<file path="config.mk">
export PLATFORM = sky130hd
export DESIGN_NAME = fetch_unit
export DESIGN_NICKNAME = d
export VERILOG_FILES = /design/src/rtl/fetch_unit_pkg.sv /design/src/rtl/fetch_unit_npc_calc.sv /design/src/rtl/fetch_unit.sv
export SDC_FILE = /design/constraint.sdc
export NUM_CORES = 1
export LEC_CHECK = 0
export CAP_MARGIN = 20
export CORE_ASPECT_RATIO = 1.25
export CORE_MARGIN = 1
export CORE_UTILIZATION = 40
export CTS_CLUSTER_DIAMETER = 60
export DETAILED_ROUTE_END_ITERATION = 12
export PLACE_DENSITY = 0.74
export SKIP_CTS_REPAIR_TIMING = 1
export SYNTH_ARGS = -nofsm -noshare
export SYNTH_HDL_FRONTEND = slang
export SYNTH_SLANG_ARGS = --single-unit
</file>
<file path="constraint.sdc">
create_clock -name clk -period 7.2 [get_ports clk]
set_clock_uncertainty 0.2 [all_clocks]
set_input_delay 1.8 -clock clk [delete_from_list [all_inputs] [get_ports clk]]
set_output_delay 1.8 -clock clk [all_outputs]
set_load 0.1 [all_outputs]
</file>
<file path="src/rtl/fetch_unit_pkg.sv">
// Shared encodings for the SCPU fetch stage: next-PC selects, fetch FSM states,
// reset PC default and the branch-offset helper.
package fetch_unit_pkg;

  localparam logic [1:0] NPC_PLUS4  = 2'b00;
  localparam logic [1:0] NPC_BRANCH = 2'b01;
  localparam logic [1:0] NPC_JUMP   = 2'b10;
  localparam logic [1:0] NPC_JR     = 2'b11;

  localparam logic [31:0] DEFAULT_RESET_PC   = 32'h0000_3000;
  localparam logic [31:0] DEFAULT_EXC_VECTOR = 32'h0000_4180;

  typedef enum logic [1:0] {
    S_IDLE  = 2'b00,
    S_FETCH = 2'b01,
    S_EXEC  = 2'b10
  } fetch_state_e;

  // Sign-extended word offset of an I-type branch, in bytes.
  function automatic logic [31:0] branch_offset(input logic [15:0] imm);
    return {{14{imm[15]}}, imm, 2'b00};
  endfunction

endpackage

</file>
<file path="src/rtl/fetch_unit_npc_calc.sv">
// Combinational next-PC selection for the held instruction.
// The result is raw: alignment handling is left to the fetch_unit top.
module npc_calc
  import fetch_unit_pkg::*;
(
  input  logic [31:0] pc,
  input  logic [31:0] instr,
  input  logic [1:0]  npc_op,
  input  logic        branch,
  input  logic        zero,
  input  logic [31:0] rs_data,
  output logic [31:0] npc
);

  logic [31:0] pc_plus4;

  assign pc_plus4 = pc + 32'd4;

  always_comb begin
    npc = pc_plus4;
    case (npc_op)
      NPC_PLUS4:  npc = pc_plus4;
      NPC_BRANCH: begin
        if (branch && zero) npc = pc_plus4 + branch_offset(instr[15:0]);
        else                npc = pc_plus4;
      end
      NPC_JUMP:   npc = {pc_plus4[31:28], instr[25:0], 2'b00};
      NPC_JR:     npc = rs_data;
      default:    npc = pc_plus4;
    endcase
  end

endmodule

</file>
<file path="src/rtl/fetch_unit.sv">
// SCPU instruction-fetch stage: PC register, im_req/im_ready fetch handshake and next-PC update.
// Define FETCH_MISALIGN_EXC_EN to redirect misaligned targets to EXC_VECTOR with an exc_misalign pulse.
module fetch_unit
  import fetch_unit_pkg::*;
#(
  parameter logic [31:0] RESET_PC   = DEFAULT_RESET_PC,
  parameter logic [31:0] EXC_VECTOR = DEFAULT_EXC_VECTOR
) (
  input  logic        clk,
  input  logic        rstn,
  output logic        im_req,
  output logic [31:0] im_addr,
  input  logic        im_ready,
  input  logic [31:0] im_rdata,
  output logic [31:0] instr,
  output logic [5:0]  op,
  output logic        instr_valid,
  output logic [31:0] pc,
  output logic [31:0] pc_plus4,
  input  logic [1:0]  npc_op,
  input  logic        branch,
  input  logic        zero,
  input  logic [31:0] rs_data,
  input  logic        advance,
  output logic        exc_misalign,
  output logic [1:0]  state
);

`ifdef FETCH_MISALIGN_EXC_EN
  localparam bit MISALIGN_EXC = 1'b1;
`else
  localparam bit MISALIGN_EXC = 1'b0;
`endif

  // Handshake: a fetch transfers on the rising edge where im_req && im_ready;
  // im_req and im_addr stay stable until then, and im_ready is ignored while im_req is low.
  fetch_state_e state_q, state_d;
  logic [31:0]  pc_q, pc_d;
  logic [31:0]  instr_q, instr_d;
  logic         valid_q, valid_d;
  logic         req_q, req_d;
  logic         exc_q, exc_d;
  logic [31:0]  npc;
  logic         misaligned;

  npc_calc u_npc_calc (
    .pc      (pc_q),
    .instr   (instr_q),
    .npc_op  (npc_op),
    .branch  (branch),
    .zero    (zero),
    .rs_data (rs_data),
    .npc     (npc)
  );

  assign misaligned = (npc[1:0] != 2'b00);

  always_ff @(posedge clk or negedge rstn) begin
    if (!rstn) begin
      state_q <= S_IDLE;
      pc_q    <= RESET_PC;
      instr_q <= 32'h0;
      valid_q <= 1'b0;
      req_q   <= 1'b0;
      exc_q   <= 1'b0;
    end else begin
      state_q <= state_d;
      pc_q    <= pc_d;
      instr_q <= instr_d;
      valid_q <= valid_d;
      req_q   <= req_d;
      exc_q   <= exc_d;
    end
  end

  always_comb begin
    state_d = state_q;
    pc_d    = pc_q;
    instr_d = instr_q;
    valid_d = valid_q;
    req_d   = req_q;
    exc_d   = 1'b0;
    case (state_q)
      S_IDLE: begin
        state_d = S_FETCH;
        req_d   = 1'b1;
      end
      S_FETCH: begin
        if (im_ready) begin
          instr_d = im_rdata;
          valid_d = 1'b1;
          req_d   = 1'b0;
          state_d = S_EXEC;
        end
      end
      S_EXEC: begin
        if (advance) begin
          valid_d = 1'b0;
          req_d   = 1'b1;
          state_d = S_FETCH;
          // Without the exception feature a misaligned target is silently truncated.
          if (MISALIGN_EXC && misaligned) begin
            pc_d  = EXC_VECTOR;
            exc_d = 1'b1;
          end else begin
            pc_d  = {npc[31:2], 2'b00};
          end
        end
      end
      default: begin
        state_d = S_IDLE;
        req_d   = 1'b0;
        valid_d = 1'b0;
      end
    endcase
  end

  assign im_req       = req_q;
  assign im_addr      = pc_q;
  assign instr        = instr_q;
  assign op           = instr_q[31:26];
  assign instr_valid  = valid_q;
  assign pc           = pc_q;
  assign pc_plus4     = pc_q + 32'd4;
  assign exc_misalign = exc_q;
  assign state        = state_q;

endmodule
</file>
==> results of run 1 <==
==> state kept, by name, indices dropped and copies added (netlist names) <==
register / count
im_addr: 30
im_req: 1
instr: 32
instr_valid: 1
state: 1
==> cell families (layout without fill, tap and decap cells) <==
kind of cell | after synthesis | in the layout | share of synthesized area [%]
compound gates | 212 | 212 | 23.62
xor+xnor | 47 | 47 | 7.205
fa+ha+maj | 35 | 35 | 7.522
buf+inv | 94 | 240 | 8.747
flops | 65 | 65 | 27.51
mux | 39 | 39 | 7.522
other cells | 1 | 7 | 0.06332
simple gates | 212 | 212 | 17.81
==> cell type report <==
type / instances / area (um2)
clock buffers: 10 / 239.0
clock inverters: 6 / 50.05
fillers: 1282 / 6340
inverters: 14 / 52.55
multi-input cells: 552 / 3800
flip-flops and latches: 65 / 1629
well taps: 178 / 222.7
repair buffers: 210 / 2074
==> metal layers <==
layer | share of wire (%) | GRT usage, % | wire length [um] | vias to the layer above
li1 | - | - | - | 2834
met5 | 0 | 0 | 0 | -
met1 | 41 | 32.32 | 8058 | 2863
met3 | 6.2 | 2.937 | 1225 | 37
met4 | 2.8 | 10.11 | 548 | 0
met2 | 50 | 44.36 | 9989 | 252
==> layout by cell type, fill, tap and decap left out, types with 22 or more instances in the layout <==
| master | instances |
|---|---|
| clkdlybuf4s50_1 | 200 |
| nor2_1 | 71 |
| dfrtp_1 | 63 |
| o21ai_0 | 51 |
| nand2_1 | 49 |
| a21oi_1 | 43 |
| mux2_2 | 34 |
| ha_1 | 34 |
| xor2_1 | 23 |
| xnor2_1 | 22 |
==> how the worst max path moves through the flow <==
stage / end / slack (ns) / depth (start not counted)
CTS: pc_plus4[26] / 1.40 / 6
global route: pc_plus4[20] / 1.23 / 7
detailed placement: pc_plus4[26] / 1.75 / 6
global placement: pc_plus4[26] / 1.77 / 6
floorplan: im_addr[31] / 0.84 / 13
finish: pc_plus4[26] / 1.38 / 6
==> critical path, delay by kind of cell, from the launching register on <==
| kind | cells | cell delay [ns] |
|---|---|---|
| xor+xnor | 1 | 0.31 |
| buf+inv | 1 | 1.20 |
| flops | 1 | 0.60 |
| simple gates | 4 | 1.39 |
==> per-stage QoR <==
step                      setup WS [ns]  cells  instance area, um2  hold WS [ns]  util (%)
final                             1.377   1035                8068        0.3066     56.00
after global routing              1.232   1035                8068        0.3568     56.00
after CTS                         1.396   1035                8068        0.3152     56.00
after detailed placement          1.749   1019                7779        0.3009     53.99
after global placement            1.769   1019                7779        0.2918     53.99
after floorplan                  0.8412    711                5944        0.5438         -
==> impl_metrics.py, run 1 <==
metrics = {
    "global_routing": {
        "grt_overflow": 0,
        "antenna_found_initial": 0,
        "track_usage_pct": 25.58,
        "grt_pass1_wl_mm": 31.30,
        "first_global_vias": 5828,
        "grt_max_degree": 66,
    },
    "logic_synthesis": {
        "synth_flop_cell": "dfrtp_1",
        "ys_warn_count": 0,
        "synth_area_leader_cell": "dfrtp_1",
        "yosysUniqueCellTypes": 73,
        "syn_avg_cell_area_um2": 8.400,
        "netlist.area_leader.share_pct": 26.62,
        "ys_ff_latch": 65,
        "syn_area_um2": 5922,
        "post-synth-top-count-cell": "nor2_1",
        "syn-instance-count": 705,
        "synth_enable_flop_cells": 0,
        "synthTopCellsByCount": "nor2_1, dfrtp_1, o21ai_0, nand2_1, buf_4",
        "async_flop_share_pct": 100.0,
        "synth-seq-area-share_pct": 27.51,
        "yosys-top-cells-area": "dfrtp_1, ha_1, mux2_2",
    },
    "critical_path": {
        "crit_type": "flip-flop to output pin",
        "reg2reg_slack_ns": 2.16,
        "r2r_start": "im_addr[13]",
        "crit_path_max_incr_delay_ns": 1.20,
        "required_ns": 5.20,
        "worst_r2r_path_depth": 13,
        "startpoint": "im_addr[13]",
        "critPathArrivalTime_ns": 3.82,
        "crit_path_end_kind": "output pin",
        "path_cells": "nand4_1 -> or4_4 -> nor3_2 -> nand3_1 -> xnor2_1 -> clkdlybuf4s50_1",
        "r2r-end": "im_addr[31]",
        "slowest_stage": "clkdlybuf4s50_1",
        "start_kind": "flip-flop",
        "crit_path_max_fanout": 6,
    },
    "sta": {
        "maxSlewViolCount": 0,
        "tns_ns": 0,
        "rsz0062_at_grt": "no",
        "setup_viol": 0,
        "fmax_mhz": 171.7,
        "worstMarginPinSlew_ns": 1.086,
        "slew_headroom_pct": 27.12,
        "fin_crit_sh_pct": 80.87,
        "fin_crit_ns": 5.823,
        "finalHoldViolations": 0,
    },
    "cts": {
        "clkLatencyLatePin_ns": 0.34,
        "htree_levels": 3,
        "cts_sinks": 65,
        "path_clk_slew_ns": 0.06,
        "cts_buffers": 9,
        "clock-root-buffer": "clkbuf_16",
        "tritoncts": "built",
        "clockBufferDepth": 2,
    },
    "cells_and_area": {
        "drive_above_1_share_pct": 9.335,
        "final_net_count": 959,
        "syn2layout_area_growth_pct": 36.23,
        "antenna_cells": 0,
    },
    "floorplan": {
        "fp.coreArea_um2": 14410,
        "die_h_um": 138.0,
        "dieArea_um2": 15300,
        "ios": 211,
        "row_count": 49,
        "die_w_um": 110.8,
        "start_util_pct": 41.10,
    },
    "routing": {
        "first_iter_violations": 349,
        "vias": 5986,
        "wl_per_cell_um": 19.15,
        "drc": 0,
        "drtPass1Iterations": 5,
        "via_per_inst": 5.784,
        "ant_nets": 0,
        "postRouteWirelength_mm": 19.82,
    },
    "placed_design": {
        "gp_congestion": 0.8709,
        "dp_hpwl_mm": 14.36,
        "port_buffers": 201,
    },
    "hold_path": {
        "hold-path-endpoint": "instr_valid",
        "min_path_type": "flip-flop to flip-flop",
        "hp-start": "instr_valid",
        "holdPathStages": 2,
    },
    "outcome": {
        "outcome": "complete, no violations",
    },
    "flow_run": {
        "drv_cap": 0,
    },
}
Power of run 1 is left out: the tool's default activity adds up to more than one toggle a clock period on the data nets, which glitch-free logic cannot reach.
==> run 2, diff against run 1 <==
clock period = 6.01 ns   (was 7.2 ns; I/O delays follow)
==> run 2 against run 1 <==
  * Cell area rose by 0.25%
  * Count of clock-buffer cells in the layout fell by 1
  * Register-to-register slack got worse by 1.2 ns
  * Critical path depth did not move
  * Sequential share of layout area barely moved
  * Die area did not move
  * Utilization rose by 0.14 points
  * Routed wire length rose by 2.6%
  * Global-route usage rose by 0.86 points
  * Worst hold slack improved by 0.0064 ns
  * Flip-flop and latch count did not move
  * Critical endpoint is now pc_plus4[14]
==> impl_metrics.py, run 2 (same netlist as run 1, synthesis figures left out) <==
metrics = {
    "outcome": {
        "outcome": "complete, no violations",
    },
    "routing": {
        "drtPass1Iterations": 5,
        "vias": 6068,
        "ant_nets": 0,
        "wl_per_cell_um": 19.62,
        "first_iter_violations": 367,
        "drc": 0,
        "postRouteWirelength_mm": 20.34,
        "via_per_inst": 5.851,
    },
    "placed_design": {
        "dp_hpwl_mm": 15.02,
        "gp_congestion": 0.8900,
        "port_buffers": 201,
    },
    "cts": {
        "path_clk_slew_ns": 0.06,
        "clkLatencyLatePin_ns": 0.35,
        "clockBufferDepth": 2,
        "clock-root-buffer": "clkbuf_16",
        "htree_levels": 3,
        "cts_sinks": 65,
        "cts_buffers": 9,
        "tritoncts": "built",
    },
    "critical_path": {
        "start_kind": "flip-flop",
        "required_ns": 4.31,
        "critPathArrivalTime_ns": 3.44,
        "crit_path_max_fanout": 7,
        "crit_path_end_kind": "output pin",
        "crit_type": "flip-flop to output pin",
    },
    "sta": {
        "finalHoldViolations": 0,
        "maxSlewViolCount": 0,
        "slew_headroom_pct": 28.05,
        "tns_ns": 0,
        "fin_crit_ns": 5.143,
        "fin_crit_sh_pct": 85.57,
        "worstMarginPinSlew_ns": 1.052,
        "fmax_mhz": 194.4,
        "setup_viol": 0,
        "rsz0062_at_grt": "no",
    },
    "cells_and_area": {
        "antenna_cells": 0,
        "largest_reg_flops": 32,
        "syn2layout_area_growth_pct": 36.57,
        "final_common_cell": "clkdlybuf4s50_1",
        "drive_above_1_share_pct": 11.99,
        "final_net_count": 961,
        "final_cell_mix": "clkdlybuf4s50_1, nor2_1, dfrtp_1, o21ai_0, nand2_1",
    },
    "floorplan": {
        "ios": 211,
        "start_util_pct": 41.10,
        "fp.coreArea_um2": 14410,
        "die_h_um": 138.0,
        "dieArea_um2": 15300,
        "die_w_um": 110.8,
        "row_count": 49,
    },
    "global_routing": {
        "antenna_found_initial": 0,
        "grt_pass1_wl_mm": 31.99,
        "grt_overflow": 0,
        "first_global_vias": 6053,
        "grt_max_degree": 39,
        "track_usage_pct": 26.44,
    },
    "hold_path": {
        "min_path_type": "flip-flop to flip-flop",
    },
    "flow_run": {
        "drv_cap": 0,
    },
}
## run 2: cell count changes in the layout (fill, tap and decap cells not counted)
| cell | before | now |
|---|---|---|
| buf_4 | 9 | 27 |
| clkinv_2 | 0 | 2 |
| clkdlybuf4s50_1 | 200 | 184 |
| clkinvlp_4 | 2 | 3 |
| clkbuf_8 | 1 | 0 |
| xnor2_2 | 1 | 6 |
| inv_6 | 3 | 0 |
| bufinv_16 | 0 | 1 |
| xnor2_1 | 22 | 17 |
## run 2: per-stage QoR
step                      worst slack [ns]  instances  instance area (um2)  hold WS (ns)  util (%)
after floorplan                    0.01423        711                 5982        0.5438         -
after detailed placement             1.269       1021                 7791        0.3057     54.08
final                               0.8670       1037                 8088        0.3130     56.14
after CTS                           0.9006       1037                 8088        0.3201     56.14
after global placement               1.271       1021                 7791        0.2879     54.08
after global routing                0.7655       1037                 8088        0.3575     56.14
## run 2: area by class of cell
type | instances | area [um2]
clock buffers | 9 | 225.2
clock inverters | 7 | 71.32
repair buffers | 212 | 2049
flip-flops and latches | 65 | 1629
well taps | 178 | 222.7
multi-input cells | 552 | 3837
fillers | 1311 | 6320
inverters | 14 | 52.55
## run 2: path summary, 6_finish.rpt
kind                             start           end  slack [ns]  cells past startpoint
min                        instr_valid   instr_valid        0.31                      2
max in group asynchronous         rstn   im_addr[21]        3.58                      2
max                         im_addr[3]  pc_plus4[14]        0.87                      6
min in group asynchronous         rstn     instr[30]        1.02                      1
min reg2reg                instr_valid   instr_valid        0.31                      2
max reg2reg                 im_addr[3]   im_addr[31]        1.01                     15
## run 2: metal layers
metal	vias to the layer above	track usage, %	share of wire [%]
met4	0	12.77	3.5
li1	2842	-	-
met5	-	0	0
met2	279	45.86	50
met1	2900	31.92	39
met3	47	3.902	7.0
## run 2: critical path, stage by stage (launching register included)
cell,delay [ns]
dfrtp_1,0.50
ha_1,0.33
nand2_1,0.11
or3_1,0.52
nor2_1,0.18
xnor2_1,0.23
clkdlybuf4s50_1,1.22
Power of run 2 is left out for the same reason.
